[src/rtl/fb_memaccess_pkg.sv]
// Shared types for the MEM-stage access unit: FSM encoding, RV32I funct3 width codes
// and the legality/alignment helpers used by the start/fault decode.
package fb_memaccess_pkg;

   typedef enum logic [1:0] {
      MA_IDLE = 2'b00,
      MA_BUSY = 2'b01,
      MA_DONE = 2'b10
   } ma_state_e;

   localparam logic [2:0] F3_B  = 3'b000;
   localparam logic [2:0] F3_H  = 3'b001;
   localparam logic [2:0] F3_W  = 3'b010;
   localparam logic [2:0] F3_BU = 3'b100;
   localparam logic [2:0] F3_HU = 3'b101;

   function automatic logic f3_legal(input logic [2:0] f3, input logic is_store);
      logic ok;
      case (f3)
         F3_B, F3_H, F3_W: ok = 1'b1;
         F3_BU, F3_HU:     ok = !is_store;
         default:          ok = 1'b0;
      endcase
      return ok;
   endfunction

   // f3[1:0] gives the access size for every legal code: 00 byte, 01 half, 10 word.
   function automatic logic addr_aligned(input logic [2:0] f3, input logic [1:0] addr_lo);
      logic ok;
      case (f3[1:0])
         2'b01:   ok = !addr_lo[0];
         2'b10:   ok = (addr_lo == 2'b00);
         default: ok = 1'b1;
      endcase
      return ok;
   endfunction

endpackage

[src/rtl/fb_memaccess_if.sv]
// Data-memory req/ack bus between the MEM stage (master) and the data memory (slave).
interface fb_memaccess_if;
   logic        req;
   logic        we;
   logic [31:0] addr;
   logic [31:0] wdata;
   logic [3:0]  wstrb;
   logic        ack;
   logic [31:0] rdata;

   modport master (output req, we, addr, wdata, wstrb, input ack, rdata);
   modport slave  (input req, we, addr, wdata, wstrb, output ack, rdata);
endinterface

[src/rtl/fb_load_align.sv]
// Picks the addressed byte/halfword out of a read word and sign- or zero-extends it.
// Purely combinational so a future cache can reuse it on its own read path.
module fb_load_align
   import fb_memaccess_pkg::*;
(
   input  logic [31:0] rdata,
   input  logic [1:0]  addr_lo,
   input  logic [2:0]  funct3,
   output logic [31:0] data
);

   logic [7:0]  byte_v;
   logic [15:0] half_v;

   always_comb begin
      byte_v = rdata[{addr_lo, 3'b000} +: 8];
      half_v = addr_lo[1] ? rdata[31:16] : rdata[15:0];
      case (funct3)
         F3_B:    data = {{24{byte_v[7]}}, byte_v};
         F3_H:    data = {{16{half_v[15]}}, half_v};
         F3_BU:   data = {24'h000000, byte_v};
         F3_HU:   data = {16'h0000, half_v};
         default: data = rdata;
      endcase
   end

endmodule

[src/rtl/fb_memaccess.sv]
// MEM-stage access unit: issues one load/store per instruction over the req/ack bus,
// stalls the pipeline until it completes and holds the extended load result for MEM/WB.
//
// state   | meaning
// MA_IDLE | no access in flight; decode start/fault from the MEM-stage instruction
// MA_BUSY | request held on the bus, waiting for ack
// MA_DONE | access finished, stall released so MEM/WB captures this instruction
module fb_memaccess
   import fb_memaccess_pkg::*;
(
   input  logic                  clk,
   input  logic                  rst_n,
   input  logic                  mem_mem_read,
   input  logic                  mem_mem_write,
   input  logic [2:0]            mem_funct3,
   input  logic [31:0]           mem_alu_res,
   input  logic [31:0]           mem_store_data,
   fb_memaccess_if.master        dmem,
   output logic [31:0]           mem_memory_data,
   output logic                  mem_stall,
   output logic                  mem_fault
);

   ma_state_e   state_q, state_d;
   logic [31:0] addr_q, addr_d;
   logic [31:0] wdata_q, wdata_d;
   logic [3:0]  wstrb_q, wstrb_d;
   logic        we_q, we_d;
   logic [2:0]  funct3_q, funct3_d;
   logic [31:0] load_q, load_d;

   logic        access;
   logic        is_store;
   logic        ok;
   logic        in_idle;
   logic        start;
   logic        fault;
   logic [31:0] st_wdata;
   logic [3:0]  st_wstrb;
   logic [31:0] load_ext;

   // A simultaneous read+write is treated as a store.
   assign access   = mem_mem_read | mem_mem_write;
   assign is_store = mem_mem_write;
   assign ok       = f3_legal(mem_funct3, is_store) & addr_aligned(mem_funct3, mem_alu_res[1:0]);
   assign in_idle  = (state_q == MA_IDLE);
   assign start    = in_idle & access & ok;
   assign fault    = in_idle & access & !ok;

   always_comb begin
      st_wdata = mem_store_data;
      st_wstrb = 4'b1111;
      case (mem_funct3[1:0])
         2'b00: begin
            st_wdata = {4{mem_store_data[7:0]}};
            st_wstrb = 4'b0001 << mem_alu_res[1:0];
         end
         2'b01: begin
            st_wdata = {2{mem_store_data[15:0]}};
            st_wstrb = 4'b0011 << {mem_alu_res[1], 1'b0};
         end
         default: begin
            st_wdata = mem_store_data;
            st_wstrb = 4'b1111;
         end
      endcase
   end

   fb_load_align u_load_align (
      .rdata   (dmem.rdata),
      .addr_lo (addr_q[1:0]),
      .funct3  (funct3_q),
      .data    (load_ext)
   );

   always_comb begin
      state_d  = state_q;
      addr_d   = addr_q;
      wdata_d  = wdata_q;
      wstrb_d  = wstrb_q;
      we_d     = we_q;
      funct3_d = funct3_q;
      load_d   = load_q;
      case (state_q)
         MA_IDLE: begin
            if (start) begin
               state_d  = MA_BUSY;
               addr_d   = mem_alu_res;
               we_d     = is_store;
               funct3_d = mem_funct3;
               wdata_d  = is_store ? st_wdata : 32'h0000_0000;
               wstrb_d  = is_store ? st_wstrb : 4'b0000;
            end
         end
         MA_BUSY: begin
            if (dmem.ack) begin
               state_d = MA_DONE;
               if (!we_q) begin
                  load_d = load_ext;
               end
            end
         end
         MA_DONE: state_d = MA_IDLE;
         default: state_d = MA_IDLE;
      endcase
   end

   always_ff @(posedge clk or negedge rst_n) begin
      if (!rst_n) begin
         state_q  <= MA_IDLE;
         addr_q   <= 32'h0000_0000;
         wdata_q  <= 32'h0000_0000;
         wstrb_q  <= 4'b0000;
         we_q     <= 1'b0;
         funct3_q <= 3'b000;
         load_q   <= 32'h0000_0000;
      end else begin
         state_q  <= state_d;
         addr_q   <= addr_d;
         wdata_q  <= wdata_d;
         wstrb_q  <= wstrb_d;
         we_q     <= we_d;
         funct3_q <= funct3_d;
         load_q   <= load_d;
      end
   end

   // req follows the state flop, so an async reset drops it immediately.
   assign dmem.req        = (state_q == MA_BUSY);
   assign dmem.we         = we_q;
   assign dmem.addr       = {addr_q[31:2], 2'b00};
   assign dmem.wdata      = wdata_q;
   assign dmem.wstrb      = wstrb_q;
   assign mem_memory_data = load_q;
   assign mem_stall       = rst_n & (start | (state_q == MA_BUSY));
   assign mem_fault       = rst_n & fault;

endmodule
[src/flat_wrapper.sv]
// flat-port wrapper written by rule: the top's interface ports become plain ports
module fb_memaccess_flat import fb_memaccess_pkg::*;
  (clk, rst_n, mem_mem_read, mem_mem_write, mem_funct3, mem_alu_res, mem_store_data, mem_memory_data, mem_stall, mem_fault, dmem_req, dmem_we, dmem_addr, dmem_wdata, dmem_wstrb, dmem_ack, dmem_rdata);
  fb_memaccess_if dmem_i ();
  input  logic clk;
  input  logic rst_n;
  input  logic mem_mem_read;
  input  logic mem_mem_write;
  input  logic [2:0] mem_funct3;
  input  logic [31:0] mem_alu_res;
  input  logic [31:0] mem_store_data;
  output logic [31:0] mem_memory_data;
  output logic mem_stall;
  output logic mem_fault;
  output wire logic [$bits(dmem_i.req)-1:0] dmem_req;
  output wire logic [$bits(dmem_i.we)-1:0] dmem_we;
  output wire logic [$bits(dmem_i.addr)-1:0] dmem_addr;
  output wire logic [$bits(dmem_i.wdata)-1:0] dmem_wdata;
  output wire logic [$bits(dmem_i.wstrb)-1:0] dmem_wstrb;
  input wire logic [$bits(dmem_i.ack)-1:0] dmem_ack;
  input wire logic [$bits(dmem_i.rdata)-1:0] dmem_rdata;
  assign dmem_req = dmem_i.req;
  assign dmem_we = dmem_i.we;
  assign dmem_addr = dmem_i.addr;
  assign dmem_wdata = dmem_i.wdata;
  assign dmem_wstrb = dmem_i.wstrb;
  assign dmem_i.ack = dmem_ack;
  assign dmem_i.rdata = dmem_rdata;
  fb_memaccess u_core (.clk(clk), .rst_n(rst_n), .mem_mem_read(mem_mem_read), .mem_mem_write(mem_mem_write), .mem_funct3(mem_funct3), .mem_alu_res(mem_alu_res), .mem_store_data(mem_store_data), .dmem(dmem_i), .mem_memory_data(mem_memory_data), .mem_stall(mem_stall), .mem_fault(mem_fault));
endmodule
[config.mk]
export PLATFORM = sky130hd
export DESIGN_NAME = fb_memaccess_flat
export DESIGN_NICKNAME = d
export VERILOG_FILES = /design/src/rtl/fb_memaccess_pkg.sv /design/src/rtl/fb_memaccess_if.sv /design/src/rtl/fb_load_align.sv /design/src/rtl/fb_memaccess.sv /design/src/flat_wrapper.sv
export SDC_FILE = /design/constraint.sdc
export NUM_CORES = 1
export LEC_CHECK = 0
export ABC_AREA = 0
export CORE_MARGIN = 3
export CORE_UTILIZATION = 65
export CTS_CLUSTER_SIZE = 14
export DETAILED_ROUTE_END_ITERATION = 8
export DONT_BUFFER_PORTS = 1
export HOLD_SLACK_MARGIN = 0.03
export MAX_ROUTING_LAYER = met4
export PLACE_DENSITY = 0.81
export SLEW_MARGIN = 20
export SYNTH_ARGS = -nofsm -noshare
export SYNTH_HDL_FRONTEND = slang
export SYNTH_SLANG_ARGS = --single-unit
[constraint.sdc]
create_clock -name clk -period 6.28 [get_ports clk]
set_clock_uncertainty 0.15 [all_clocks]
set_input_delay 1.256 -clock clk [delete_from_list [all_inputs] [get_ports clk]]
set_output_delay 1.256 -clock clk [all_outputs]
set_load 0.01 [all_outputs]
==> run metrics, run 1 <==
Top FF cell, synth dfrtp_1; Initial Utilization 68.1%; Post-synth EDFFs 0; Slowest cell on crit path nor2_1; DR vias/cell 6.27; unrepaired setup endpoints after global routing no; Layout Nets 594; drt pass-1 iters 4; Mapped Area 5680 um2; Worst-path clk slew 100 ps; max frequency 200 MHz; final setup fails 0; Avg WL per Cell 21.5 um; WP data required 4870 ps; Area Overhead vs Synth -1.59%; maxcap violations 0; #FFs+latches synth 106; setup bufs post-CTS 0; Synth area leaders dfrtp_1 (47%), mux2_4 (13%), buf_4 (4.4%); DP Area 5420 um2; # hold bufs at CTS 0; PwrDens 431 nW/um2; dpl cells 581; Final Util 67.1%; Yosys top cell area share 46.7%; CP cell instances inv_1, ha_1, nor2_1, o22ai_1, nand3_4, a21boi_0; area of the multi-input gates 2550 um2; final WL 12800 um; GRT Util Overall 26.6%; CTS max path bufs 2; setup tns final 0 ps; Arrival @ worst endpoint 3600 ps; TritonCTS Buffers 9; minimum clock period 5000 ps; chip width 99.5 um; root buffer cell clkbuf_8; Crit Path Category input pin to output port; port buffer count 0; Setup crit start kind input pin; R2R Setup Slk 3640 ps; post-route cell area 5590 um2; Worst-Margin Slew 1070 ps; antenna cells 0; CP peak stage delay 870 ps; Post-Syn Instances 541; CTS sink cnt 106; final hold violation count 0; H-tree Lvls 3; worst-path fanout max 29; TritonCTS clock tree done; Synth warnings 0; commonest non-fill, non-tap cell in the layout dfrtp_1; average size of a mapped cell 10.5 um2; min-delay worst type register to register; total grt overflow 0; row count 33; vias 3734; final RePlAce weighted congestion 0.910; Layout fillers 679; first-pass GRT wire length 20300 um; num ports 208; Pleak 0.00271 uW; synth unique cells 39; Post-DRT Antenna Nets 0; Max VDD drop 0.000214 V; non-filler cells, final 596; DP Wirelength 9090 um; number of global-route vias before repair 3850; pin count of the biggest net entering global routing 109; register area 2650 um2; initial DRC count 160; Slew headroom 28.6%; fin. max-slew vios 0; Final period util 79.7%; outcome completed; post-synth top area cell dfrtp_1; DIE AREA 9900 um2; Post-synth ARST share 100%; DRC viols 0; Resize count post-CTS 0; sequential share of the synthesized area 46.7%; most frequent cells in the layout dfrtp_1 (106), nand2_1 (65), mux2_4 (48); antenna violations before repair 0; share of cells above drive strength 1 19.3%; Critical Path Sink Type output port; clk_lat worst skew 350 ps; core area 8340 um2; Die Ht 99.5 um
-- flip-flops by register name, summed over array words and instances, names as in the netlist --
signal / count
u_core.mem_memory_data: 32
u_core.addr_q: 32
u_core.dmem.wstrb: 4
u_core.dmem.wdata: 32
u_core.dmem.we: 1
u_core.funct3_q: 3
u_core.state_q: 2
-- cell usage after synthesis, types with 2 or more instances --
library cell,count
buf_6,6
buf_1,3
a211oi_1,7
nand3_1,33
inv_1,16
buf_2,7
dfrtp_1,106
mux2_2,22
clkbuf_1,21
buf_4,33
nand3b_1,8
ha_1,3
mux2_4,48
a21boi_0,11
nor2_1,43
o21ai_0,36
a21oi_1,19
nand2_1,65
and3b_1,7
mux2i_1,12
a22o_1,8
a211o_1,7
nand2b_1,2
nor3_1,3
-- cell type report --
type	instances	area share (%)
Sequential cell	106	47.4
Inverter	16	1.07
Clock inverter	6	0.872
Multi-Input combinational cell	350	45.5
Timing Repair Buffer	4	0.537
Tap cell	105	2.35
Clock buffer	9	2.21
-- path summary, 6_finish.rpt --
kind	from	endpoint	cells past startpoint
hold / removal	u_core.mem_memory_data[3]	u_core.mem_memory_data[3]	2
max in group asynchronous	rst_n	u_core.mem_memory_data[8]	0
min in group asynchronous	rst_n	u_core.addr_q[15]	0
hold reg to reg	u_core.mem_memory_data[3]	u_core.mem_memory_data[3]	2
setup / recovery	mem_funct3[1]	mem_stall	6
setup reg to reg	u_core.state_q[1]	u_core.addr_q[6]	4
-- per-stage QoR --
stage          setup slack, ps  hold WS (ps)  total power [uW]
6_report                  1280           411              2410
5_1_grt                   1070           394              2570
4_1_cts                   1280           411              2430
3_5_place_dp              1280           393              2050
3_3_place_gp              1360           384              2010
2_1_floorplan             2220           331              2010
-- power by group --
part	internal, uW	switching [uW]	total [uW]
Combinational	375	288	663
Clock	147	236	383
Sequential	970	394	1360
Total	1490	918	2410
-- kinds of logic (layout without fill, tap and decap cells) --
logic type / after synthesis / after routing / share of synthesized area, %
adders and majority gates: 3 / 3 / 0.661
muxes: 83 / 83 / 19.6
DFF: 106 / 106 / 46.7
other: 1 / 2 / 0.0660
buffers and inverters: 86 / 35 / 8.81
and+or+nand+nor: 168 / 168 / 13.7
AOI/OAI and AO/OA: 94 / 94 / 10.5
-- layer usage --
layer | share of wire [%] | wire [um] | up-vias | track usage, %
met2 | 49 | 6320 | 189 | 42.8
met5 | 0 | 0 | - | -
met3 | 11 | 1410 | 21 | 9.33
met1 | 38 | 4820 | 1816 | 31.8
met4 | 1.9 | 239 | 0 | 7.98
li1 | - | - | 1708 | -
-- worst max-delay path, delay by kind of cell --
kind                     cells  cell delay [ps]
AND/OR/NAND/NOR              2             1370
AO/OA/AOI/OAI                2              590
adder cells (fa/ha/maj)      1              340
buffers and inverters        1               30
(Power assumes the default switching activity.)
==> run 2, diff against run 1 <==
--- a/config.mk
+++ b/config.mk
@@ -7,13 +7,13 @@
 export LEC_CHECK = 0
 export ABC_AREA = 0
 export CORE_MARGIN = 3
-export CORE_UTILIZATION = 65
+export CORE_UTILIZATION = 58
 export CTS_CLUSTER_SIZE = 14
 export DETAILED_ROUTE_END_ITERATION = 8
 export DONT_BUFFER_PORTS = 1
 export HOLD_SLACK_MARGIN = 0.03
 export MAX_ROUTING_LAYER = met4
-export PLACE_DENSITY = 0.81
+export PLACE_DENSITY = 0.76
 export SLEW_MARGIN = 20
 export SYNTH_ARGS = -nofsm -noshare
 export SYNTH_HDL_FRONTEND = slang
==> constraint.sdc (replaced) <==
create_clock -name clk -period 4.3 [get_ports clk]
set_clock_uncertainty 0.15 [all_clocks]
set_input_delay 0.86 -clock clk [delete_from_list [all_inputs] [get_ports clk]]
set_output_delay 0.86 -clock clk [all_outputs]
set_load 0.01 [all_outputs]
==> run 2 against run 1 <==
Against the previous run: register-to-register slack lost 1800 ps; power grew 48%; critical path depth grew 1; via count grew 0.94%; wire length grew 0.15%; cell count grew 4.9%; flip-flop and latch count is the same; largest power group unchanged; highest routed layer unchanged.
==> run metrics, run 2 (same netlist as run 1, synthesis figures left out) <==
outcome completed; WP data required 3290 ps (-1580 ps); DIE AREA 11000 um2 (+11%); antenna cells 0 (unchanged); Slowest cell on crit path ha_1; DR vias/cell 6.03 (-3.7%); CTS sink cnt 106 (unchanged); maxcap violations 0 (unchanged); Avg WL per Cell 20.5 um (-4.5%); pin count of the biggest net entering global routing 107 (-1.8%); Worst Path Buf+Inv 2 (+1); fin. max-slew vios 0 (unchanged); post-route cell area 5690 um2 (+1.7%); TritonCTS Buffers 9 (unchanged); Final period util 81.9%; drt pass-1 iters 4 (unchanged); non-filler cells, final 625 (+4.9%); CTS max path bufs 2 (unchanged); final WL 12800 um (+0.15%); num ports 208 (unchanged); share of cells above drive strength 1 20.0% (+0.61 points); most frequent cells in the layout dfrtp_1 (106), nand2_1 (65), mux2_4 (48); DP Area 5470 um2 (+0.83%); CP peak stage delay 470 ps (-400 ps); slack of the critical path 777 ps (-500 ps); Worst-path clk slew 100 ps (about the same); Top Family by Delay on Critical Path compound AO/OA/AOI/OAI gates; final setup fails 0 (unchanged); Arrival @ worst endpoint 2510 ps (-1090 ps); Slew headroom 50.0% (+21 points); row count 35 (+6.1%); dpl cells 607 (+4.5%); Worst-Margin Slew 750 ps (-316 ps); number of global-route vias before repair 3880 (+0.78%); Setup crit start kind input pin; chip width 105 um (+5.5%); core area 9370 um2 (+12%); TritonCTS clock tree done; Pleak 0.00275 uW (+1.2%); setup bufs post-CTS 0 (unchanged); Crit Path Category input pin to output port; unrepaired setup endpoints after global routing no; root buffer cell clkbuf_8; Die Ht 105 um (+5.5%); Post-DRT Antenna Nets 0 (unchanged); Critical Path Sink Type output port; Max VDD drop 0.000249 V (+16%); initial DRC count 186 (+16%); worst-path fanout max 14 (-52%); max frequency 284 MHz; final RePlAce weighted congestion 0.850 (-6.6%); DP Worst Slack 783 ps (-498 ps); clk_lat worst skew 360 ps (about the same); total grt overflow 0 (unchanged); Initial Utilization 60.6% (-7.5 points); minimum clock period 3520 ps; first-pass GRT wire length 20700 um (+1.7%); Area Overhead vs Synth 0.0882%; setup tns final 0 ps (unchanged); Layout Nets 598 (+0.67%); GRT Util Overall 24.1% (-2.5 points); DRC viols 0 (unchanged); DP Wirelength 9100 um (+0.12%); CP cell instances inv_1, ha_1, nor2_1, o22ai_1, nand3_4, a21boi_0, buf_4; vias 3769 (+0.94%); port buffer count 0 (unchanged); PwrDens 628 nW/um2 (+46%); antenna violations before repair 0 (unchanged); commonest non-fill, non-tap cell in the layout dfrtp_1; final hold violation count 0 (unchanged); H-tree Lvls 3 (unchanged); min-delay worst type input pin to async pin
run 2: final timing paths:
check | end | from | slack, ps | cells after the start
worst max-delay path | mem_stall | mem_funct3[1] | 780 | 7
worst min register to register | u_core.mem_memory_data[5] | u_core.mem_memory_data[5] | 410 | 2
min in group clk | u_core.mem_memory_data[5] | u_core.mem_memory_data[5] | 410 | 2
worst max register to register | u_core.mem_memory_data[27] | u_core.addr_q[1] | 1890 | 4
max in group asynchronous | u_core.mem_memory_data[10] | rst_n | 3310 | 1
worst min-delay path | u_core.mem_memory_data[7] | rst_n | 270 | 1
run 2: cell type report:
class                   instances  area, um2
fillers                       808       3680
flip-flops and latches        106       2650
multi-input cells             350       2550
well taps                     129        161
clock buffers                  10        128
repair buffers                  8       80.1
clock inverters                 6       60.1
inverters                      16       60.1
run 2: report_power, final:
part | switching (uW) | internal (uW) | leakage (uW) | total, uW
Clock | 360 | 224 | 0.0000882 | 584
Sequential | 583 | 1420 | 0.00131 | 2000
Combinational | 438 | 553 | 0.00135 | 990
Total | 1380 | 2190 | 0.00275 | 3570
run 2: layer usage:
layer	track usage (%)	share of wire (%)	wire length [um]
met4	7.87	1.7	215
met3	6.11	10	1290
met5	-	0	0
met2	39.0	49	6330
met1	29.8	39	4970
run 2: worst reg2reg max path, delay by kind of cell (launching register included):
kind	cells	cell delay, ps
flip-flops	1	830
AO/OA/AOI/OAI	1	450
buffers and inverters	1	330
AND/OR/NAND/NOR	1	90
multiplexers	1	440
run 2: metrics by stage:
stage	hold slack (ps)	util [%]	power, uW
floorplan	331	-	2930
global placement	389	58.3	2940
detailed placement	392	58.3	2990
CTS	286	60.6	3610
global route	290	60.7	3810
finish	267	60.7	3570
run 2: timing repair:
action	4_1_cts	5_1_grt
hold buffers	1	0
resized for setup	0	0
hold endpoints to repair	106	0
